==> src/rtl/uart_pkg.sv <==
// Shared definitions for the UART transmit path: frame size, FSM encoding and
// the helpers that assemble a frame from a byte and its line configuration.
package uart_pkg;

  localparam int FRAME_BITS = 11;

  typedef enum logic [1:0] {
    IDLE = 2'd0,
    SEND = 2'd1,
    DONE = 2'd2
  } txState_e;

  function automatic logic calcParity(input logic [7:0] data,
                                      input logic       eight,
                                      input logic       odd);
    return (eight ? ^data : ^data[6:0]) ^ odd;
  endfunction

  // Slots not used by the chosen configuration stay at mark so every frame is 11 bit-times.
  function automatic logic [FRAME_BITS-1:0] buildFrame(input logic [7:0] data,
                                                       input logic       eight,
                                                       input logic       pen,
                                                       input logic       odd);
    logic [FRAME_BITS-1:0] frame;
    logic                  par;
    par        = calcParity(data, eight, odd);
    frame      = '1;
    frame[0]   = 1'b0;
    frame[7:1] = data[6:0];
    if (eight) begin
      frame[8] = data[7];
      frame[9] = pen ? par : 1'b1;
    end else begin
      frame[8] = pen ? par : 1'b1;
    end
    return frame;
  endfunction

endpackage

==> src/rtl/bit_time_gen.sv <==
// Bit-time generator: pulses btu once every div cycles while enabled.
// A divisor of 0 or 1 yields a pulse on every enabled cycle.
module bit_time_gen
  import uart_pkg::*;
#(
  parameter int DIV_W = 19
) (
  input  logic             clk,
  input  logic             reset,
  input  logic             en,
  input  logic [DIV_W-1:0] div,
  output logic             btu
);

  logic [DIV_W-1:0] count_q, count_d;

  always_comb begin
    btu     = en && ((div <= DIV_W'(1)) || (count_q == div - DIV_W'(1)));
    count_d = count_q;
    if (!en || btu) begin
      count_d = '0;
    end else begin
      count_d = count_q + DIV_W'(1);
    end
  end

  always_ff @(posedge clk) begin
    if (!reset) begin
      count_q <= '0;
    end else begin
      count_q <= count_d;
    end
  end

endmodule

==> src/rtl/uart_tx_controller.sv <==
// UART transmit controller: accepts a byte and line configuration, then
// serialises start/data/parity/stop on tx and pulses tx_done at the end.
module uart_tx_controller
  import uart_pkg::*;
#(
  parameter int DIV_W = 19
) (
  input  logic             clk,
  input  logic             reset,
  input  logic             load,
  input  logic [7:0]       data_in,
  input  logic             eight,
  input  logic             pen,
  input  logic             ohel,
  input  logic [DIV_W-1:0] baud_div,
  output logic             tx,
  output logic             tx_rdy,
  output logic             tx_done,
  output logic             busy
);

  txState_e              state_q, state_d;
  logic [FRAME_BITS-1:0] shift_q, shift_d;
  logic [3:0]            bitCnt_q, bitCnt_d;
  logic [DIV_W-1:0]      div_q, div_d;
  logic                  btu;
  logic                  sending;

  assign sending = (state_q == SEND);

  bit_time_gen #(
    .DIV_W(DIV_W)
  ) u_bitTimeGen (
    .clk  (clk),
    .reset(reset),
    .en   (sending),
    .div  (div_q),
    .btu  (btu)
  );

  always_comb begin
    state_d  = state_q;
    shift_d  = shift_q;
    bitCnt_d = bitCnt_q;
    div_d    = div_q;
    tx       = 1'b1;
    tx_rdy   = 1'b0;
    tx_done  = 1'b0;
    unique case (state_q)
      IDLE: begin
        tx_rdy = 1'b1;
        if (load) begin
          shift_d  = buildFrame(data_in, eight, pen, ohel);
          div_d    = baud_div;
          bitCnt_d = '0;
          state_d  = SEND;
        end
      end
      SEND: begin
        tx = shift_q[0];
        if (btu) begin
          shift_d = {1'b1, shift_q[FRAME_BITS-1:1]};
          // The last bit wraps the counter to 0 so it never reaches FRAME_BITS.
          if (bitCnt_q == 4'(FRAME_BITS - 1)) begin
            bitCnt_d = '0;
            state_d  = DONE;
          end else begin
            bitCnt_d = bitCnt_q + 4'd1;
          end
        end
      end
      DONE: begin
        tx_done = 1'b1;
        state_d = IDLE;
      end
      default: begin
        state_d = IDLE;
      end
    endcase
    busy = ~tx_rdy;
  end

  always_ff @(posedge clk) begin
    if (!reset) begin
      state_q  <= IDLE;
      shift_q  <= '1;
      bitCnt_q <= '0;
      div_q    <= '0;
    end else begin
      state_q  <= state_d;
      shift_q  <= shift_d;
      bitCnt_q <= bitCnt_d;
      div_q    <= div_d;
    end
  end

endmodule

==> config.mk <==
export PLATFORM = sky130hd
export DESIGN_NAME = uart_tx_controller
export DESIGN_NICKNAME = d
export VERILOG_FILES = /design/src/rtl/uart_pkg.sv /design/src/rtl/bit_time_gen.sv /design/src/rtl/uart_tx_controller.sv
export SDC_FILE = /design/constraint.sdc
export NUM_CORES = 1
export LEC_CHECK = 0
export ABC_AREA = 1
export CAP_MARGIN = 25
export CORE_ASPECT_RATIO = 1.25
export CORE_MARGIN = 10
export CORE_UTILIZATION = 45
export CTS_BUF_LIST = sky130_fd_sc_hd__clkbuf_8 sky130_fd_sc_hd__clkbuf_16
export DETAILED_ROUTE_END_ITERATION = 6
export PLACE_DENSITY = 0.62
export SLEW_MARGIN = 10
export SYNTH_ARGS = -nofsm -noshare
export SYNTH_HDL_FRONTEND = slang
export SYNTH_SLANG_ARGS = --single-unit
==> constraint.sdc <==
create_clock -name clk -period 3.9 [get_ports clk]
set_clock_uncertainty 0.15 [all_clocks]
set_input_delay 0.78 -clock clk [delete_from_list [all_inputs] [get_ports clk]]
set_output_delay 0.78 -clock clk [all_outputs]
set_load 0.02 [all_outputs]
==> results_dict.tcl, run 1 <==
set metrics [dict create \
    area_delta_synth_final_pct 16.7 \
    finalHoldViolations 0 \
    hpwl_um 5950 \
    cts_hold_buf 0 \
    fmax_mhz 339 \
    cts_root_buffer "clkbuf_8" \
    rsz0062_at_grt "no" \
    synth.ff_latch_count 54 \
    diodes 0 \
    cts_sinks 54 \
    cts_tree "done" \
    tightest_slew_ns 0.757 \
    antenna_left 0 \
    dp_slack_ns 0.866 \
    r2r_cells 16 \
    arrival_ns 3.06 \
    clk_pin_slew_ns 0.10 \
    drt-total-wl_um 7550 \
    holdCritPathClass "flop to flop" \
    synth_seq_area_share_pct 33.5 \
    reg2reg_slack_ns 0.95 \
    drive_gt1_share_pct 5.66 \
    p_leak_uw 0.00169 \
    cts_resized 0 \
    cts_made_buffers 5 \
    core_area_mm2 0.00698 \
    grt_pass1_vias 2911 \
    cts_buffer_depth 2 \
    nets 567 \
    grt_usage_pct 14.3 \
    grt_max_degree 35 \
    synth-async-reset-ratio_pct 0 \
    max-vdd-ir-drop_mv 0.212 \
    synth_flop_cell "dfxtp_1" \
    hold_depth 1 \
    min_from "u_bitTimeGen.count_q[0]" \
    power_density_mw_per_mm2 356 \
    fp.dieW_um 95.8 \
    die-area_mm2 0.0110 \
    initial_utilization_pct 46.3 \
    synth_edf_count 0 \
    outcome "complete, no violations" \
    worstPathMaxFanout 20 \
    drc 0 \
    startpoint_type "flop" \
    yosysWarnings 0 \
    finalSetupTns_ns 0 \
    setup_viol 0 \
    cts_setup_buffers 0 \
    crit_type "flop to flop" \
    finalCriticalPeriod_ns 2.95 \
    syn-cell-area_mm2 0.00323 \
    r2r_start "div_q[0]" \
    fill_cells 717 \
    synth_cell_types 32 \
    cp.required_ns 4.01 \
    gp_congestion 0.862 \
    die_h_um 115 \
    ioPinCount 37 \
    drt_iter0_markers 186 \
    h-tree-depth 2 \
    crit_path_start "div_q[0]" \
    rows 34 \
    numPortBuffers 36 \
    syn_avg_cell_area_um2 6.49 \
    worst_setup_path_end_kind "flop" \
    worst_slack_ns 0.950 \
    grt_pass1_wl_um 12900 \
    drv_slew 0 \
    syn-num-nets 536 \
    vias 3034 \
    clkLatencyLatePin_ns 0.31 \
    dr.pass1.iters 4 \
    wire_per_inst_um 12.2 \
    fin_crit_sh_pct 75.6 \
    via_per_inst 4.89 \
    maxCapViolCount 0 \
    relSlewSlack_pct 49.4 \
    syn_inst 498 \
    grt_antenna_before_repair 0 \
    gr-total-overflow 0 \
]
## state kept, by name, summed over array words and instances (netlist names)
register              cells
shift_q                  10
div_q                    19
bitCnt_q                  4
state_q                   2
u_bitTimeGen.count_q     19
## where the power goes
group / switching [uW] / leakage [uW] / internal (uW)
logic: 198 / 0.00119 / 136
clock network: 197 / 0.0000585 / 193
registers: 31.8 / 0.000443 / 585
total: 427 / 0.00169 / 913
## layout make-up
type	count	area, um2	area share (%)
Multi-Input combinational cell	380	1900	50.4
Timing Repair Buffer	38	375	9.96
Clock inverter	3	43.8	1.16
Sequential cell	54	1080	28.7
Inverter	50	188	4.98
Clock buffer	5	68.8	1.83
Tap cell	90	113	2.99
## cells in the mapped netlist, drive strengths merged, types with 3 or more instances
| master | count | share of area [%] |
|---|---|---|
| a21oi | 22 | 3.4 |
| buf | 3 | 0.66 |
| clkbuf | 11 | 1.3 |
| dfxtp | 54 | 33 |
| ha | 5 | 1.9 |
| inv | 50 | 5.8 |
| nand2 | 133 | 16 |
| nand3 | 49 | 7.7 |
| nand3b | 3 | 0.70 |
| nand4 | 6 | 1.4 |
| nor2 | 89 | 12 |
| nor3 | 9 | 1.7 |
| nor3b | 7 | 1.8 |
| o21ai | 25 | 3.9 |
| xnor2 | 9 | 2.4 |
| xor2 | 18 | 4.9 |
## per-layer routing
metal / up-vias / global-route usage (%) / part of all wire (%)
li1: 1639 / - / -
met1: 1344 / 16.2 / 44
met2: 45 / 25.7 / 50
met3: 6 / 3.33 / 4.8
met4: 0 / 4.04 / 1.0
met5: - / 0 / 0
## final timing paths
kind / to
worst max-delay path: shift_q[6]
worst min register to register: u_bitTimeGen.count_q[0]
worst min-delay path: u_bitTimeGen.count_q[0]
worst max register to register: shift_q[6]
## cell usage in the layout, fill, tap and decap left out, types with 2 or more instances in the layout
| cell | Yosys | final |
|---|---|---|
| a21oi_1 | 22 | 22 |
| buf_4 | 0 | 2 |
| clkbuf_8 | 0 | 5 |
| clkdlybuf4s50_1 | 0 | 36 |
| dfxtp_1 | 54 | 54 |
| ha_1 | 5 | 5 |
| inv_1 | 50 | 50 |
| nand2_1 | 129 | 129 |
| nand2_2 | 2 | 2 |
| nand2_4 | 2 | 2 |
| nand3_1 | 48 | 48 |
| nand3b_1 | 3 | 3 |
| nand4_1 | 5 | 5 |
| nor2_1 | 79 | 79 |
| nor2_2 | 7 | 7 |
| nor2_4 | 2 | 2 |
| nor3_1 | 7 | 7 |
| nor3_2 | 2 | 2 |
| nor3b_1 | 6 | 6 |
| o21ai_0 | 24 | 24 |
| xnor2_1 | 9 | 9 |
| xor2_1 | 18 | 18 |
## metrics by stage
step                total power, uW  utilization, %  cell area [um2]  hold slack (ns)  instances
finish                         1340            54.0             3770            0.339        620
global route                   1420            54.0             3770            0.361        620
CTS                            1350            54.0             3770            0.344        620
detailed placement              964            52.4             3660            0.320        612
global placement                960            52.4             3660            0.307        612
floorplan                       868               -             3230            0.290        498
## critical path, stage by stage, from the launching register on
cell and delay, ns:
dfxtp_1 0.35, inv_1 0.14, ha_1 0.31, nand2_4 0.13, nor2_8 0.18, nand2_1 0.07
nand2_1 0.09, nand2_1 0.05, nand2_1 0.05, nand3b_1 0.07, nor2_1 0.14, nand3_2 0.15
nand2_1 0.09, nand2_1 0.44, nand2_4 0.32, nand2_1 0.09, nand3_1 0.07
## kinds of logic (layout without fill, tap and decap cells)
logic type	count (synthesis)	in the layout	share of synthesized area, %
AOI/OAI and AO/OA	50	50	7.94
xor gates and xnor gates	27	27	7.32
adders and majority gates	5	5	1.94
buffers and inverters	64	96	7.75
DFF	54	54	33.5
and+or+nand+nor	298	298	41.6
Note: power is estimated with default switching activity, not from simulation.
==> run 2, diff against run 1 <==
==> constraint.sdc (replaced) <==
create_clock -name clk -period 3 [get_ports clk]
set_clock_uncertainty 0.15 [all_clocks]
set_input_delay 0.6 -clock clk [delete_from_list [all_inputs] [get_ports clk]]
set_output_delay 0.6 -clock clk [all_outputs]
set_load 0.02 [all_outputs]
==> results_dict.tcl, run 2 (synthesis gave the netlist of run 1 again) <==
set metrics [dict create \
    outcome "complete, no violations" \
    cts_made_buffers 5 \
    power_density_mw_per_mm2 456 \
    antenna_left 0 \
    fp.dieW_um 95.8 \
    grt_max_degree 39 \
    finalHoldViolations 0 \
    core_area_mm2 0.00698 \
    wl_met1_um 3730 \
    relSlewSlack_pct 66.1 \
    tightest_slew_ns 0.507 \
    cts_root_buffer "clkbuf_8" \
    die_h_um 115 \
    diodes 0 \
    drive_gt1_share_pct 5.99 \
    clkLatencyLatePin_ns 0.31 \
    grt_pass1_wl_um 13500 \
    cts_tree "done" \
    hpwl_um 6380 \
    fin_hold_ws_ns 0.341 \
    hold_depth 1 \
    gp_congestion 0.924 \
    largestRegisters "div_q x19, u_bitTimeGen.count_q x19, shift_q x10" \
    r2r_start "div_q[0]" \
    ioPinCount 37 \
    setup_viol 0 \
    whs_endpoint "u_bitTimeGen.count_q[0]" \
    layout_commonest_cell "nand2_1" \
    grt_usage_pct 15.0 \
    drc 0 \
    drt-total-wl_um 8060 \
    min_from "u_bitTimeGen.count_q[0]" \
    worstPathMaxFanout 20 \
    finalCriticalPeriod_ns 2.52 \
    fin_crit_sh_pct 84.1 \
    cts_resized 0 \
    h-tree-depth 2 \
    wl_met3_um 213 \
    max-vdd-ir-drop_mv 0.196 \
    startpoint_type "flop" \
    cts_sinks 54 \
    r2r_cells 19 \
    drt_iter0_markers 173 \
    maxCapViolCount 0 \
    via_per_inst 4.96 \
    grt_pass1_vias 2893 \
    nets 571 \
    r2r_end "shift_q[3]" \
    met2_wirelength_um 3960 \
    worst_setup_path_end_kind "flop" \
    grt_antenna_before_repair 0 \
    drv_slew 0 \
    arrival_ns 2.63 \
    crit_type "flop to flop" \
    clk_pin_slew_ns 0.10 \
    rows 34 \
    cts_buffer_depth 2 \
    cp.required_ns 3.10 \
    fill_cells 743 \
    highest_layer "met4" \
    dr.pass1.iters 5 \
    vias 3095 \
    finalSetupTns_ns 0 \
    area_delta_synth_final_pct 17.4 \
    cts_setup_buffers 0 \
    cts_hold_buf 0 \
    initial_utilization_pct 46.3 \
    rsz0062_at_grt "no" \
    gr-total-overflow 0 \
    numPortBuffers 36 \
    reg2reg_slack_ns 0.48 \
    die-area_mm2 0.0110 \
    layout_common_cells "nand2_1, nor2_1, dfxtp_1, inv_1, nand3_1" \
    holdCritPathClass "flop to flop" \
    wire_per_inst_um 12.9 \
    p_leak_uw 0.00171 \
    fmax_mhz 396 \
]
## run 2: cell count changes in the layout (fill, tap and decap cells not counted), sizes merged
cell	change
clkinv	-1
inv	+1
buf	+4
## run 2: worst max-delay path by stage
stage	slack, ns	cells past startpoint	to	start
6_report	0.48	19	shift_q[3]	div_q[0]
5_1_grt	0.18	12	u_bitTimeGen.count_q[14]	div_q[0]
4_1_cts	0.48	19	shift_q[3]	div_q[0]
3_5_place_dp	0.52	19	shift_q[3]	div_q[0]
3_3_place_gp	0.55	19	shift_q[3]	div_q[0]
2_1_floorplan	0.82	8	shift_q[8]	state_q[0]
## run 2: worst max-delay path: stages (launching register included)
cell,delay (ns)
dfxtp_1,0.34
inv_1,0.13
ha_1,0.28
inv_1,0.06
nand2_1,0.09
nand2_1,0.06
nand2_1,0.05
nand2_1,0.04
nor2_1,0.09
nand3_1,0.07
nor2_1,0.13
nand2_1,0.08
nor2_1,0.12
nand3_2,0.11
nand2_1,0.09
nand2_1,0.06
buf_4,0.23
nand2_4,0.13
nand2_1,0.07
nand3_1,0.06
## run 2: layout make-up
type	count	area, um2	area share (%)
multi-input combinational	380	1900	50.1
sequential	54	1080	28.5
timing repair buffer	42	405	10.7
inverter	50	188	4.95
tap	90	113	2.97
clock buffer	5	68.8	1.81
clock inverter	3	37.5	0.990
## run 2: power breakdown
group	internal, uW	total [uW]	switching, uW
Combinational	181	448	267
Clock	243	478	234
Sequential	760	804	44.3
Total	1180	1730	545
## run 2: metrics by stage
stage | power, uW | setup WS (ns) | cell area [um2] | utilization [%] | std cells
floorplan | 1130 | 0.817 | 3230 | - | 498
global placement | 1270 | 0.551 | 3690 | 52.8 | 616
detailed placement | 1270 | 0.516 | 3690 | 52.8 | 616
CTS | 1740 | 0.482 | 3790 | 54.4 | 624
global route | 1840 | 0.179 | 3790 | 54.4 | 624
finish | 1730 | 0.477 | 3790 | 54.4 | 624
## run 2: layer usage
layer / vias to the layer above / GRT usage (%)
met2: 52 / 25.8
met3: 12 / 2.61
li1: 1651 / -
met1: 1380 / 18.3
met5: - / 0
met4: 0 / 5.02
==> run 3, diff against run 2 <==
--- a/config.mk
+++ b/config.mk
@@ -12,7 +12,7 @@
 export CORE_UTILIZATION = 45
 export CTS_BUF_LIST = sky130_fd_sc_hd__clkbuf_8 sky130_fd_sc_hd__clkbuf_16
 export DETAILED_ROUTE_END_ITERATION = 6
-export PLACE_DENSITY = 0.62
+export PLACE_DENSITY = 0.65
 export SLEW_MARGIN = 10
 export SYNTH_ARGS = -nofsm -noshare
 export SYNTH_HDL_FRONTEND = slang
==> constraint.sdc (replaced) <==
create_clock -name clk -period 2.1 [get_ports clk]
set_clock_uncertainty 0.15 [all_clocks]
set_input_delay 0.42 -clock clk [delete_from_list [all_inputs] [get_ports clk]]
set_output_delay 0.42 -clock clk [all_outputs]
set_load 0.02 [all_outputs]
==> results_dict.tcl, run 3 (synthesis gave the netlist of run 1 again) <==
set metrics [dict create \
    clkLatencyLatePin_ns 0.31 \
    tightest_slew_ns 0.308 \
    crit_type "flop to flop" \
    numPortBuffers 36 \
    worst_slack_ns -0.140 \
    drt_iter0_markers 148 \
    power_density_mw_per_mm2 599 \
    die_h_um 115 \
    fp.dieW_um 95.8 \
    holdCritPathClass "flop to flop" \
    finalHoldViolations 0 \
    grt_max_degree 32 \
    cts_sinks 54 \
    hpwl_um 6420 \
    h-tree-depth 2 \
    cp.required_ns 2.16 \
    p_int_uw 1860 \
    hold_depth 2 \
    max-vdd-ir-drop_mv 0.415 \
    maxCapViolCount 0 \
    gr-total-overflow 0 \
    drive_gt1_share_pct 22.2 \
    r2r_cells 17 \
    startpoint_type "flop" \
    ioPinCount 37 \
    die-area_mm2 0.0110 \
    vias 3321 \
    layout_common_cells "nand2_1, nor2_1, dfxtp_1, inv_1, buf_4" \
    rsz0062_at_grt "yes" \
    power_frac_seq_pct 42.5 \
    wire_per_inst_um 12.9 \
    drv_slew 0 \
    p_comb_share_pct 30.8 \
    cts_made_buffers 5 \
    area_delta_synth_final_pct 39.2 \
    grt_usage_pct 15.3 \
    rows 34 \
    finalCriticalPeriod_ns 2.24 \
    dp_slack_ns -0.217 \
    p_switching_uw 838 \
    fin_crit_sh_pct 107 \
    p_sw_share_pct 31.1 \
    clockPowerShare_pct 26.7 \
    arrival_ns 2.30 \
    dr.pass1.iters 4 \
    outcome "finished with violations" \
    place_area_mm2 0.00407 \
    nets 620 \
    clk_pin_slew_ns 0.10 \
    core_area_mm2 0.00698 \
    via_per_inst 4.94 \
    worstPathMaxFanout 10 \
    cts_tree "done" \
    grt_pass1_vias 3141 \
    fmax_mhz 446 \
    relSlewSlack_pct 79.3 \
    worst_setup_path_end_kind "flop" \
    final_cell_area_mm2 0.00450 \
    largestRegisters "div_q x19, u_bitTimeGen.count_q x19, shift_q x10" \
    violations "negative setup slack" \
    p_leak_uw 0.00207 \
    drc 0 \
    p_total_uw 2690 \
    grt_antenna_before_repair 0 \
    cts_buffer_depth 2 \
    fill_cells 667 \
    cts_root_buffer "clkbuf_8" \
    antenna_left 0 \
    setup_viol 34 \
    drt-total-wl_um 8660 \
    gp_congestion 0.836 \
    initial_utilization_pct 46.3 \
    final_cells 672 \
    grt_pass1_wl_um 13900 \
    dp.cells 659 \
    layout_commonest_cell "nand2_1" \
    diodes 0 \
]
run 3: final cells by class:
class	count	area [um2]	share of cell area (%)
Clock inverter	1	30.0	0.668
Timing Repair Buffer	91	895	19.9
Clock buffer	6	82.6	1.84
Tap cell	90	113	2.50
Inverter	50	188	4.17
Sequential cell	54	1090	24.2
Multi-Input combinational cell	380	2100	46.7
run 3: what timing repair did:
action	CTS	global route
cloned	0	4
buffers inserted	0	2
pin swaps	1	13
hold buffers	0	0
gates resized for setup	13	46
endpoints found under the setup margin	36	35
run 3: final timing paths:
path | slack, ns | to | startpoint
setup / recovery | -0.14 | bitCnt_q[1] | div_q[1]
hold / removal | 0.35 | shift_q[8] | shift_q[8]
setup reg to reg | -0.14 | bitCnt_q[1] | div_q[1]
hold reg to reg | 0.35 | shift_q[8] | shift_q[8]
run 3: layer usage:
metal  up-vias  global-route usage, %  wire length (um)
met4         0                   4.24                99
li1       1752                      -                 -
met1      1524                   17.1              3550
met3         7                   3.07               251
met2        38                   28.2              4760
met5         -                      0                 0
run 3: metrics by stage:
| step | utilization [%] | hold WS (ns) | setup TNS, ns |
|---|---|---|---|
| after floorplan | - | 0.290 | 0 |
| final | 64.5 | 0.351 | -4.14 |
| after global placement | 58.3 | 0.332 | -4.36 |
| after global routing | 64.5 | 0.381 | -9.73 |
| after detailed placement | 58.3 | 0.334 | -6.00 |
| after CTS | 60.5 | 0.354 | -2.70 |
run 3: power by group through the flow:
stage | clock network, uW | registers, uW | logic [uW]
final | 721 | 1140 | 830
after global routing | 771 | 1150 | 927
after CTS | 731 | 1140 | 768
after detailed placement | 0 | 1160 | 749
after global placement | 0 | 1160 | 738
after floorplan | 0 | 1150 | 461
run 3: worst max-delay path, stage by stage, from the launching register on:
cell	delay [ns]
dfxtp_2	0.34
inv_2	0.08
ha_4	0.18
nand2_8	0.08
buf_6	0.13
inv_2	0.05
o21ai_1	0.07
nand2_1	0.06
nand3_1	0.08
nor2_1	0.13
nand2_1	0.08
nor2_2	0.10
nand3_2	0.11
nand2_2	0.09
nand2_4	0.08
clkbuf_16	0.18
a21oi_2	0.11
nor2_1	0.05
==> RTL edit 1 (config.mk and constraints of run 2) <==
Make the reset (`reset`) asynchronous in 2 clocked blocks.
--- a/src/rtl/bit_time_gen.sv
+++ b/src/rtl/bit_time_gen.sv
@@ -24,7 +24,7 @@
     end
   end
 
-  always_ff @(posedge clk) begin
+  always_ff @(posedge clk or negedge reset) begin
     if (!reset) begin
       count_q <= '0;
     end else begin
--- a/src/rtl/uart_tx_controller.sv
+++ b/src/rtl/uart_tx_controller.sv
@@ -80,7 +80,7 @@
     busy = ~tx_rdy;
   end
 
-  always_ff @(posedge clk) begin
+  always_ff @(posedge clk or negedge reset) begin
     if (!reset) begin
       state_q  <= IDLE;
       shift_q  <= '1;
Check against the original RTL: differs if reset is asserted again (counterexample within 4 cycles, from zero or initial values and one cycle with reset low); with reset held inactive, the same outputs for 10 cycles.
==> RTL edit 1 against run 2 <==
- sequential cell count is the same
- worst setup slack lost 0.17 ns
- cell area grew 4.6%
- register-to-register slack lost 0.03 ns
- global-route usage shrank 0.99 points
- critical path depth shrank 14
- sequential share of layout area grew 5.9 points
- area after synthesis grew 5.2%
- synthesized cell count shrank 6.8%
- wire length shrank 5.0%
Power is not compared: it rests on default switching activity, and its combinational part moved more than twofold at a synthesized area within 25%.
==> RTL edit 1: results (changes against run 2) <==
* Signal inverters at 44 (was 50)
* Initial DRC count at 109 (was 173)
* Minimum clock period at 2.70 ns (was 2.52 ns)
* Layout cell share with drive strength beyond 1 at 10.2% (was 5.99%)
* Number of sequential cells at 54 (unchanged)
* Top cells by count, synth: nand2_1, nor2_1, dfrtp_1, inv_1, nand3_1 (was nand2_1, nor2_1, dfxtp_1)
* Met1 Resource Use GR at 16.7% (was 18.3%)
* Final Instance Count excl. Fillers at 592 (was 624)
* Count of multi-input gates at 354 (was 380)
* HPWL Detailed at 5960 µm (was 6380 µm)
* Met3 global-route usage at 2.35% (was 2.61%)
* Clk tree area frac at 2.78% (was 2.80%)
* Syn Inst Count at 464 (was 498)
* CP Max Fanout at 11 (was 20)
* Met2 usage at 25.2% (was 25.8%)
* Run status: complete, no violations (unchanged)
* Worst EP arrival at 1.95 ns (was 2.63 ns)
* Register area at 0.00136 mm² (was 0.00108 mm²)
* # rows at 35 (was 34)
* Post-synth net total at 502 (was 536)
* Post-synthesis sequential area ratio at 40.1% (was 33.5%)
* FILL cells at 746 (was 743)
* Non-clk buf share at 10.0% (was 10.7%)
* Gpl congestion at 0.874 (was 0.924)
* Placed inst area at 0.00385 mm² (was 0.00369 mm²)
* Synth area leaders: dfrtp_1, nand2_1, dfstp_2 (was dfxtp_1, nand2_1, nor2_1)
* Post-Place Worst Slack at 0.297 ns (was 0.516 ns)
* Worst r2r path cells at 16 (was 19)
* HP Class: in -> async (was reg -> reg)
* Area of the multi-input gates at 0.00182 mm² (was 0.00190 mm²)
* Netlist cell types at 30 (was 32)
* Max incr delay on CP at 0.54 ns (was 0.34 ns)
* Async set or reset register ratio after synthesis at 100% (was 0%)
* Via count at 2944 (was 3095)
* Nonclk buf count at 40 (was 42)
* Final WL at 7660 µm (was 8060 µm)
* Placed insts at 584 (was 616)
* Nets at 537 (was 571)
* Worst reg2reg setup slack at 0.45 ns (was 0.48 ns)
* Vias in the first global route at 3089 (was 2893)
* Largest delay contributor family on the critical path: buffers and inverters (was simple AND/OR/NAND/NOR gates)
* Total track usage at 14.0% (was 15.0%)
RTL edit 1: cell count changes after synthesis, sizes merged, moves of 6 or more:
cell	delta
nor2	-11
inv	-6
nor3b	-6
dfstp	+10
dfxtp	-54
o21ai	-23
a21oi	-9
nand2	+11
mux2	+11
dfrtp	+44
RTL edit 1: cells by family after synthesis:
logic type,synth area share [%]
simple gates,37.1
mux,3.65
flops,40.1
xor+xnor,7.99
compound gates,2.69
fa+ha+maj,1.84
buf+inv,6.56
RTL edit 1: final timing paths:
path	startpoint	end
min in group clk	shift_q[2]	shift_q[2]
max in group asynchronous	reset	shift_q[4]
worst min register to register	shift_q[2]	shift_q[2]
worst max register to register	div_q[0]	shift_q[8]
worst min-delay path	reset	div_q[3]
worst max-delay path	state_q[0]	tx
RTL edit 1: timing repair:
action | in CTS | in global routing
gates resized for setup | 0 | 1
endpoints found under the setup margin | 0 | 1
hold endpoints to repair | 0 | 0
==> RTL edit 2 (flow settings as in run 2) <==
Made on the original files. `DIV_W` is set to 19 in 2 places; all go to 23.
--- a/src/rtl/bit_time_gen.sv
+++ b/src/rtl/bit_time_gen.sv
@@ -3,7 +3,7 @@
 module bit_time_gen
   import uart_pkg::*;
 #(
-  parameter int DIV_W = 19
+  parameter int DIV_W = 23
 ) (
   input  logic             clk,
   input  logic             reset,
--- a/src/rtl/uart_tx_controller.sv
+++ b/src/rtl/uart_tx_controller.sv
@@ -3,7 +3,7 @@
 module uart_tx_controller
   import uart_pkg::*;
 #(
-  parameter int DIV_W = 19
+  parameter int DIV_W = 23
 ) (
   input  logic             clk,
   input  logic             reset,
Interface: changed (resized baud_div); port bits go from 37 to 41. No check against the original RTL was run, so the function may have changed too.
==> RTL edit 2 against run 2 <==
- first-iteration DRC count is 13% lower
- sequential cell count up 8
- count of clock-buffer cells in the layout rose by 6
- critical path depth is 16 lower
- core utilization about the same
- wire length up 12%
- cell area is 17% higher
- register-to-register slack got worse by 0.12 ns
- power increased by 44%
- area after synthesis rose by 15%
- worst setup slack got worse by 0.14 ns
- sequential power rose by 19%
- combinational power rose by 56%
==> RTL edit 2: results (changes against run 2) <==
* CTS Buf Count at 9 (was 5)
* DRT Pass-1 Iters at 4 (was 5)
* HP Class: reg -> reg (unchanged)
* Run status: complete, no violations (unchanged)
* Met1 Resource Use GR at 19.5% (was 18.3%)
* Met3 global-route usage at 4.19% (was 2.61%)
* Clock Latency Late Sink at 0.35 ns (was 0.31 ns)
* Via count at 3489 (was 3095)
* Number of diodes at 0 (unchanged)
* Nets at 636 (was 571)
* Clk Tree Root Cell: clkbuf_8 (unchanged)
* Worst-margin pin slew at 0.589 ns (was 0.507 ns)
* Post-synth net total at 602 (was 536)
* Top_reg_cell synth: dfxtp_1 (unchanged)
* Total global routing overflow at 0 (unchanged)
* Worst EP arrival at 1.91 ns (was 2.63 ns)
* Top flop regs: div_q: 23 flops, u_bitTimeGen.count_q: 23 flops, shift_q: 10 flops (was div_q: 19 flops, u_bitTimeGen.count_q: 19 flops, shift_q: 10 flops)
* Gpl congestion at 0.883 (was 0.924)
* HPWL Detailed at 6970 µm (was 6380 µm)
* Largest net degree at the start of global routing at 57 (was 39)
* Synth area leaders: dfxtp_1, nand2_1, nand3_1 (was dfxtp_1, nand2_1, nor2_1)
* Yosys Warn Count at 0 (unchanged)
* Depth of the CTS H-tree at 3 (was 2)
* Async set or reset register ratio after synthesis at 0% (unchanged)
* Chip Width at 101 µm (was 95.8 µm)
* CP Max Fanout at 12 (was 20)
* Initial DRC count at 150 (was 173)
* Reg clk slew, reported paths at 0.07 ns (was 0.10 ns)
* Leak at 1.88 nW (was 1.71 nW)
* Worst-case vdd ir drop at 0.356 mV (was 0.196 mV)
* Met2 usage at 24.2% (was 25.8%)
* First-pass GRT wire length at 15500 µm (was 13500 µm)
* Layout cell share with drive strength beyond 1 at 7.02% (was 5.99%)
* Total track usage at 15.5% (was 15.0%)
* Max Buffers Root-to-Sink at 2 (unchanged)
* Netlist cell types at 40 (was 32)
* Top cells by count, synth: nand2_1, nor2_1, dfxtp_1 (unchanged)
* Post-synthesis sequential area ratio at 33.4% (was 33.5%)
* Initial antenna violation count at 0 (unchanged)
* Minimum clock period at 2.66 ns (was 2.52 ns)
* Vias in the first global route at 3328 (was 2893)
* Drt wl/cell at 13.0 µm (was 12.9 µm)
* IO Port Bufs at 40 (was 36)
-- RTL edit 2: changes by cell type in the layout (fill, tap and decap cells not counted), moves of 5 or more --
cell | before | now
nor2_1 | 79 | 72
dfxtp_1 | 54 | 62
a21oi_1 | 22 | 27
buf_4 | 6 | 1
nand3_1 | 48 | 56
nand2_1 | 129 | 135
clkbuf_8 | 5 | 11
-- RTL edit 2: worst max-delay path: stages, from the launching register on --
cell,delay (ns)
dfxtp_1,0.36
nand2_1,0.27
or2_2,0.38
clkdlybuf4s50_1,0.55
-- RTL edit 2: metal layers --
metal,vias to the layer above,wire (µm)
li1,1866,-
met1,1551,4300
met2,59,4160
met3,13,388
met4,0,152
met5,-,0
-- RTL edit 2: path summary, 6_finish.rpt --
path               start          end  slack, ns  cells after the start
min reg2reg  bitCnt_q[3]  bitCnt_q[3]       0.33                      2
max reg2reg     div_q[0]  bitCnt_q[3]       0.36                     16
min          bitCnt_q[3]  bitCnt_q[3]       0.33                      2
max           state_q[0]           tx       0.34                      3
-- RTL edit 2: cell type report --
type,count,area (µm²)
fillers,842,3720
inverters,58,218
clock inverters,4,70.1
clock buffers,11,151
multi-input cells,421,2200
well taps,97,121
repair buffers,42,428
flip-flops and latches,62,1240
-- RTL edit 2: logic make-up (layout without fill, tap and decap cells) --
family,count (synthesis),count (layout),share of synthesized area (%)
AND/OR/NAND/NOR,319,319,39.1
flip-flops,62,62,33.4
XOR/XNOR,34,34,8.78
adder cells (fa/ha/maj),5,5,1.68
AO/OA/AOI/OAI,63,63,8.91
buffers and inverters,77,115,8.14
-- RTL edit 2: power breakdown --
group | internal (mW) | switching, mW | total [mW]
registers | 0.890 | 0.0633 | 0.953
logic | 0.275 | 0.425 | 0.701
clock network | 0.506 | 0.329 | 0.835
-- RTL edit 2: metrics by stage --
stage	instance area, µm²	setup slack (ns)	cells
final	4430	0.341	695
after CTS	4410	0.246	695
after detailed placement	4190	0.252	680
after floorplan	3720	0.760	560
after global placement	4190	0.261	680
after global routing	4430	0.0711	695
-- RTL edit 2: repair_timing --
| item | CTS | global route |
|---|---|---|
| hold endpoints to repair | 0 | 0 |
| resized for setup | 0 | 3 |
| setup buffers | 0 | 0 |
| endpoints found under the setup margin | 0 | 12 |
